### src/rtl/round_sequencer_pkg.sv
// round_sequencer_pkg: state codes, point values and sizing helper shared by the round sequencer
package round_sequencer_pkg;
  typedef enum logic [2:0] {
    IDLE  = 3'd0,
    INTRO = 3'd1,
    PLAY  = 3'd2,
    SAVE  = 3'd3,
    OVER  = 3'd4
  } state_t;
  localparam int SCORE_W_DEF = 8;
  localparam int PTS_TWO = 2;
  localparam int PTS_THREE = 3;
  function automatic int max_i(input int a, input int b);
    return a > b ? a : b;
  endfunction
endpackage

### src/rtl/round_sequencer_if.sv
// round_sequencer_if: player/timer/save/display signals of the round sequencer
interface round_sequencer_if #(parameter int SCORE_W = 8);
  logic start_btn;
  logic frame_tick;
  logic timer_done;
  logic shot_valid;
  logic [1:0] shot_pts;
  logic save_ack;
  logic timer_go;
  logic save_req;
  logic [SCORE_W-1:0] save_score;
  logic [SCORE_W-1:0] score;
  logic [1:0] round_num;
  logic [1:0] intro_count;
  logic [2:0] state_o;
  modport master (
    input  start_btn, frame_tick, timer_done, shot_valid, shot_pts, save_ack,
    output timer_go, save_req, save_score, score, round_num, intro_count, state_o
  );
  modport slave (
    output start_btn, frame_tick, timer_done, shot_valid, shot_pts, save_ack,
    input  timer_go, save_req, save_score, score, round_num, intro_count, state_o
  );
endinterface

### src/rtl/round_sequencer_frame_delay_counter.sv
// round_sequencer_frame_delay_counter: saturating frame_tick counter with clear and terminal-count flag
module round_sequencer_frame_delay_counter #(parameter int CW = 9) (
  input  logic          clk,
  input  logic          reset,
  input  logic          clr,
  input  logic          tick,
  input  logic [CW-1:0] last,
  output logic [CW-1:0] cnt,
  output logic          done
);
  assign done = tick && cnt == last;
  always_ff @(posedge clk) begin
    if (reset || clr) cnt <= '0;
    else if (tick && cnt != '1) cnt <= cnt + CW'(1);
  end
endmodule

### src/rtl/round_sequencer.sv
// round_sequencer: game-round FSM driving intro countdown, timed rounds, score and high-score save
module round_sequencer
  import round_sequencer_pkg::*;
#(
  parameter int SCORE_W      = SCORE_W_DEF,
  parameter int ROUNDS       = 3,
  parameter int BONUS_STEP   = 30,
  parameter int INTRO_FRAMES = 180,
  parameter int OVER_FRAMES  = 300
) (
  input  logic clk,
  input  logic reset,
  round_sequencer_if.master bus
);
  localparam int CW = $clog2(max_i(INTRO_FRAMES, OVER_FRAMES));
  state_t state, nxt;
  logic start_q, start_rise, timer_go, advance, clr_game, tick, done, end_ok, can_adv;
  logic [1:0] play_cyc, round_num;
  logic [CW-1:0] cnt;
  logic [SCORE_W-1:0] score, score_n, save_score;
  logic [SCORE_W:0] sum;
  assign start_rise = bus.start_btn & ~start_q;
  assign sum = {1'b0, score} + {{(SCORE_W-1){1'b0}}, bus.shot_pts};
  assign score_n = !bus.shot_valid ? score : sum[SCORE_W] ? '1 : sum[SCORE_W-1:0];
  assign tick = bus.frame_tick && (state == INTRO || state == OVER);
  // timer_done is stale for two cycles after timer_go while the timer clears
  assign end_ok = bus.timer_done && play_cyc == 2'd2;
  assign can_adv = 32'(round_num) < ROUNDS - 1 && 32'(score_n) >= BONUS_STEP * (32'(round_num) + 1);
  assign clr_game = nxt == IDLE || ((state == IDLE || state == OVER) && nxt == INTRO);
  round_sequencer_frame_delay_counter #(.CW(CW)) u_frames (
    .clk  (clk),
    .reset(reset),
    .clr  (nxt != state),
    .tick (tick),
    .last (state == INTRO ? CW'(INTRO_FRAMES - 1) : CW'(OVER_FRAMES - 1)),
    .cnt  (cnt),
    .done (done)
  );
  always_ff @(posedge clk) begin
    start_q <= bus.start_btn;
    if (reset) begin
      state <= IDLE;
      score <= '0;
      round_num <= '0;
      save_score <= '0;
      play_cyc <= '0;
    end else begin
      state <= nxt;
      score <= clr_game ? '0 : state == PLAY ? score_n : score;
      round_num <= clr_game ? '0 : advance ? round_num + 2'd1 : round_num;
      save_score <= (state == PLAY && nxt == SAVE) ? score_n : save_score;
      play_cyc <= state != PLAY ? '0 : play_cyc == 2'd2 ? play_cyc : play_cyc + 2'd1;
    end
  end
  always_comb begin
    nxt = state;
    timer_go = 1'b0;
    advance = 1'b0;
    case (state)
      IDLE:  nxt = start_rise ? INTRO : IDLE;
      INTRO: begin
        timer_go = done;
        nxt = done ? PLAY : INTRO;
      end
      PLAY:  begin
        advance = end_ok && can_adv;
        nxt = !end_ok ? PLAY : can_adv ? INTRO : SAVE;
      end
      SAVE:  nxt = bus.save_ack ? OVER : SAVE;
      OVER:  nxt = start_rise ? INTRO : done ? IDLE : OVER;
      default: nxt = IDLE;
    endcase
  end
  assign bus.timer_go = timer_go;
  assign bus.save_req = state == SAVE;
  assign bus.save_score = save_score;
  assign bus.score = score;
  assign bus.round_num = round_num;
  assign bus.intro_count = state == INTRO ? 2'(3 - 32'(cnt) * 3 / INTRO_FRAMES) : 2'd0;
  assign bus.state_o = state;
endmodule

### src/flat_wrapper.sv
// flat-port wrapper written by rule: the top's interface ports become plain ports
module round_sequencer_flat import round_sequencer_pkg::*;
#(
  parameter int SCORE_W      = SCORE_W_DEF,
  parameter int ROUNDS       = 3,
  parameter int BONUS_STEP   = 30,
  parameter int INTRO_FRAMES = 180,
  parameter int OVER_FRAMES  = 300
)
  (clk, reset, bus_start_btn, bus_frame_tick, bus_timer_done, bus_shot_valid, bus_shot_pts, bus_save_ack, bus_timer_go, bus_save_req, bus_save_score, bus_score, bus_round_num, bus_intro_count, bus_state_o);
  round_sequencer_if #(.SCORE_W(SCORE_W)) bus_i ();
  input  logic clk;
  input  logic reset;
  input wire logic [$bits(bus_i.start_btn)-1:0] bus_start_btn;
  input wire logic [$bits(bus_i.frame_tick)-1:0] bus_frame_tick;
  input wire logic [$bits(bus_i.timer_done)-1:0] bus_timer_done;
  input wire logic [$bits(bus_i.shot_valid)-1:0] bus_shot_valid;
  input wire logic [$bits(bus_i.shot_pts)-1:0] bus_shot_pts;
  input wire logic [$bits(bus_i.save_ack)-1:0] bus_save_ack;
  output wire logic [$bits(bus_i.timer_go)-1:0] bus_timer_go;
  output wire logic [$bits(bus_i.save_req)-1:0] bus_save_req;
  output wire logic [$bits(bus_i.save_score)-1:0] bus_save_score;
  output wire logic [$bits(bus_i.score)-1:0] bus_score;
  output wire logic [$bits(bus_i.round_num)-1:0] bus_round_num;
  output wire logic [$bits(bus_i.intro_count)-1:0] bus_intro_count;
  output wire logic [$bits(bus_i.state_o)-1:0] bus_state_o;
  assign bus_i.start_btn = bus_start_btn;
  assign bus_i.frame_tick = bus_frame_tick;
  assign bus_i.timer_done = bus_timer_done;
  assign bus_i.shot_valid = bus_shot_valid;
  assign bus_i.shot_pts = bus_shot_pts;
  assign bus_i.save_ack = bus_save_ack;
  assign bus_timer_go = bus_i.timer_go;
  assign bus_save_req = bus_i.save_req;
  assign bus_save_score = bus_i.save_score;
  assign bus_score = bus_i.score;
  assign bus_round_num = bus_i.round_num;
  assign bus_intro_count = bus_i.intro_count;
  assign bus_state_o = bus_i.state_o;
  round_sequencer #(.SCORE_W(SCORE_W), .ROUNDS(ROUNDS), .BONUS_STEP(BONUS_STEP), .INTRO_FRAMES(INTRO_FRAMES), .OVER_FRAMES(OVER_FRAMES)) u_core (.clk(clk), .reset(reset), .bus(bus_i));
endmodule
### config.mk
export PLATFORM = sky130hd
export DESIGN_NAME = round_sequencer_flat
export DESIGN_NICKNAME = d
export VERILOG_FILES = /design/src/rtl/round_sequencer_pkg.sv /design/src/rtl/round_sequencer_if.sv /design/src/rtl/round_sequencer_frame_delay_counter.sv /design/src/rtl/round_sequencer.sv /design/src/flat_wrapper.sv
export SDC_FILE = /design/constraint.sdc
export NUM_CORES = 1
export LEC_CHECK = 0
export CAP_MARGIN = 0
export CORE_AREA = 3 3 102 104
export DETAILED_ROUTE_END_ITERATION = 8
export DIE_AREA = 0 0 105 107
export PLACE_DENSITY = 0.51
export SLEW_MARGIN = 20
export SYNTH_ARGS = -nofsm -noshare
export SYNTH_HDL_FRONTEND = slang
export SYNTH_HIERARCHICAL = 1
export SYNTH_SLANG_ARGS = --single-unit
### constraint.sdc
create_clock -name clk -period 11.1 [get_ports clk]
set_clock_uncertainty 0.05 [all_clocks]
set_input_delay 2.22 -clock clk [delete_from_list [all_inputs] [get_ports clk]]
set_output_delay 2.22 -clock clk [all_outputs]
set_load 0.02 [all_outputs]
==> flow_summary_export.csv <==
group,metric,value,unit
cts,cts_buffers,5,
sta,worst-slew-pin-transition,1.01,ns
yosys,yosysWarningCount,6,
routing,ant_nets,0,
place,placed_area,3730,um^2
cts,cts_root_buf,"clkbuf_8",
cts,clock_sinks,33,
setup_path,worstPathArrival,6.51,ns
sta,grt_setup_unrepaired,"no",
outcome,run_status,"completed",
cts,cts_tree,"done",
sta,fmax,114,MHz
grt,grt_use_total,15.1,%
flow_run,cap_violations,0,
sta,period_share,79.1,%
routing,post_drt_wl_per_cell,14.2,um
routing,wl,8340,um
grt,grt_pass1_wl,14100,um
setup_path,cp.required,8.83,ns
place,numPortBuffers,33,
sta,min_period,8.78,ns
setup_path,worst-path-max-fanout,9,
sta,setup_viol,0,
worst_hold_path,hp-class,"register to register",
cts,cts_htree_levels,2,
sta,max_slew_margin,31.8,%
routing,viasPerCell,5.22,
yosys,ys_seq_elements,33,
setup_path,worstPathCellList,"ha_1 > inv_1 > fa_1 > nor2b_1 > o22ai_1 > xor2_1 > clkinv_1 > ha_1 > nor2b_1 > mux2i_1 > nor4_1 > or4b_1 > and3b_4 > o211ai_4 > nand2_2 > or4_4 > a31oi_1 > mux2_1 > a2111oi_2 > clkdlybuf4s50_1",
grt,antenna_found_initial,0,
final_layout,stdcell_count,589,
final_layout,final_common_cell,"nor2_1",
worst_hold_path,whs_path_depth,2,
cts,cts-resized-gates,0,
floorplan,io_pins,34,
routing,vias,3073,
setup_path,cp_slowest_cell,"clkdlybuf4s50_1",
place,place_inst,581,
yosys,synth.distinct_cells,76,
grt,overflow,0,
setup_path,max_stage_delay,0.66,ns
floorplan,die-area,11200,um^2
cts,clk_pin_slew,0.08,ns
sta,hold_viol,0,
yosys,syn_area,3290,um^2
cts,hold_buffers,0,
floorplan,fp.dieW,105,um
setup_path,reg2reg_depth,19,
floorplan,core_area,9640,um^2
grt,grt_max_degree,16,
power_and_ir_drop,ir_drop,0.0365,mV
power_and_ir_drop,p_leak,1.48,nW
yosys,synthFlopType,"dfxtp_1",
final_layout,drive_above_1_share,6.80,%
yosys,ys_seq_area_share,20.1,%
final_layout,syn_to_final_growth,15.7,%
place,place_hpwl,6550,um
floorplan,start_util,34.2,%
sta,slew_violations,0,
yosys,syn_avg_cell_area,7.73,um^2
yosys,post-synth-top-area-fraction,20.1,%
routing,drt_iter0_markers,91,
yosys,synthTopCellsByArea,"dfxtp_1 20%, ha_1 11%, nor2_1 5.4%",
final_layout,design_area,3810,um^2
routing,drc_errors,0,
yosys,syn_inst,426,
setup_path,cp-start-kind,"register",
setup_path,end_kind,"primary output",
sta,tns,0,ns
routing,first_pass_iters,4,
yosys,netlist.top_cell.by_area,"dfxtp_1",
floorplan,rows,36,
yosys,async_reset_ff_share,0,%
power_and_ir_drop,power_density,60.4,nW/um^2
final_layout,num_antenna_cells,0,
cts,clock_path_buffers,2,
cts,clkLatencyLatePin,0.28,ns
yosys,synth-edff-count,0,
final_layout,final_cell_mix,"47 x nor2_1, 39 x nand2_1, 33 x clkdlybuf4s50_1, 33 x a21oi_1, 33 x dfxtp_1",
setup_path,worst-setup-path-type,"register to primary output",
floorplan,die_y,107,um
grt,grt_pass1_vias,3002,
final_layout,fin_nets,496,
place,gp_congestion,0.863,
cts,cts_setup_buffers,0,
## kinds of logic (layout without fill, tap and decap cells)
group | Yosys count | in the layout | synth area share [%]
xor+xnor | 24 | 24 | 6.38
other cells | 2 | 6 | 0.228
simple gates | 171 | 171 | 26.7
flops | 33 | 33 | 20.1
compound gates | 107 | 107 | 23.2
fa+ha+maj | 32 | 32 | 12.8
buf+inv | 40 | 66 | 5.20
mux | 17 | 17 | 5.39
## area by class of cell
type / count / area (um^2)
timing repair buffer: 33 / 330
clock inverter: 2 / 10.0
inverter: 25 / 93.8
sequential: 33 / 661
clock buffer: 6 / 72.6
fill: 1053 / 5830
multi-input combinational: 357 / 2480
tap: 133 / 166
## power breakdown
group	internal (mW)	switching (mW)
Clock	0.0435	0.0456
Sequential	0.119	0.00123
Combinational	0.00974	0.0109
## cell usage after synthesis, types with 2 or more instances
library cell,n
o21a_1,7
or4_1,2
and3_1,5
a211o_1,2
nor2b_1,8
a211oi_1,2
nand3_1,12
clkbuf_1,9
o311ai_0,2
nand3b_1,3
mux2i_1,14
or3_1,4
fa_1,3
o211ai_1,3
and2_1,2
a21oi_1,33
xnor2_1,16
nand2b_1,8
dfxtp_1,33
o21ai_0,17
a21o_1,3
inv_1,23
a31oi_1,7
or2_2,2
o31ai_1,6
a221oi_1,2
conb_1,2
xor2_1,8
nor4_1,3
nand2_1,39
nor3_1,11
a31o_2,2
and2_2,2
a21boi_0,2
nor4b_1,3
nand4_1,6
ha_1,29
buf_2,2
buf_6,2
o22ai_1,4
nor2_1,47
nor3b_1,2
## critical path, delay by kind of cell (launching register included)
kind	cells	cell delay (ns)
simple gates	7	1.96
buf+inv	3	1.06
fa+ha+maj	3	1.00
compound gates	4	0.92
mux	2	0.54
flops	1	0.46
xor+xnor	1	0.28
## registers in the layout, indices dropped and copies added (netlist names)
register	cells
u_core/start_q	1
u_core/bus.save_score	8
u_core/bus.round_num	2
u_core/bus.score	8
u_core/play_cyc	2
u_core/u_frames/cnt	9
u_core/bus.state_o	3
## path summary, 6_finish.rpt
check                        endpoint  slack, ns                startpoint
max                bus_intro_count[0]       2.32    u_core/u_frames/cnt[1]
min          u_core/bus.save_score[4]       0.45  u_core/bus.save_score[4]
max reg2reg  u_core/bus.save_score[1]       6.95       u_core/bus.score[0]
min reg2reg  u_core/bus.save_score[4]       0.45  u_core/bus.save_score[4]
## through the flow
| stage | hold slack (ns) | utilization [%] | power, mW | worst slack [ns] |
|---|---|---|---|---|
| floorplan | 0.444 | - | 0.137 | 3.54 |
| global placement | 0.434 | 38.7 | 0.144 | 2.81 |
| detailed placement | 0.436 | 38.7 | 0.144 | 2.58 |
| CTS | 0.453 | 39.5 | 0.234 | 2.25 |
| global route | 0.486 | 39.5 | 0.242 | 1.72 |
| finish | 0.449 | 39.5 | 0.230 | 2.32 |
## metal layers
layer	vias to the layer above	global-route usage (%)	wire (um)
met1	1432	19.1	3940
met2	55	26.4	3970
met3	6	2.47	344
met5	-	0	0
li1	1580	-	-
met4	0	4.69	85
No activity file was read; power rests on OpenSTA's default activity.
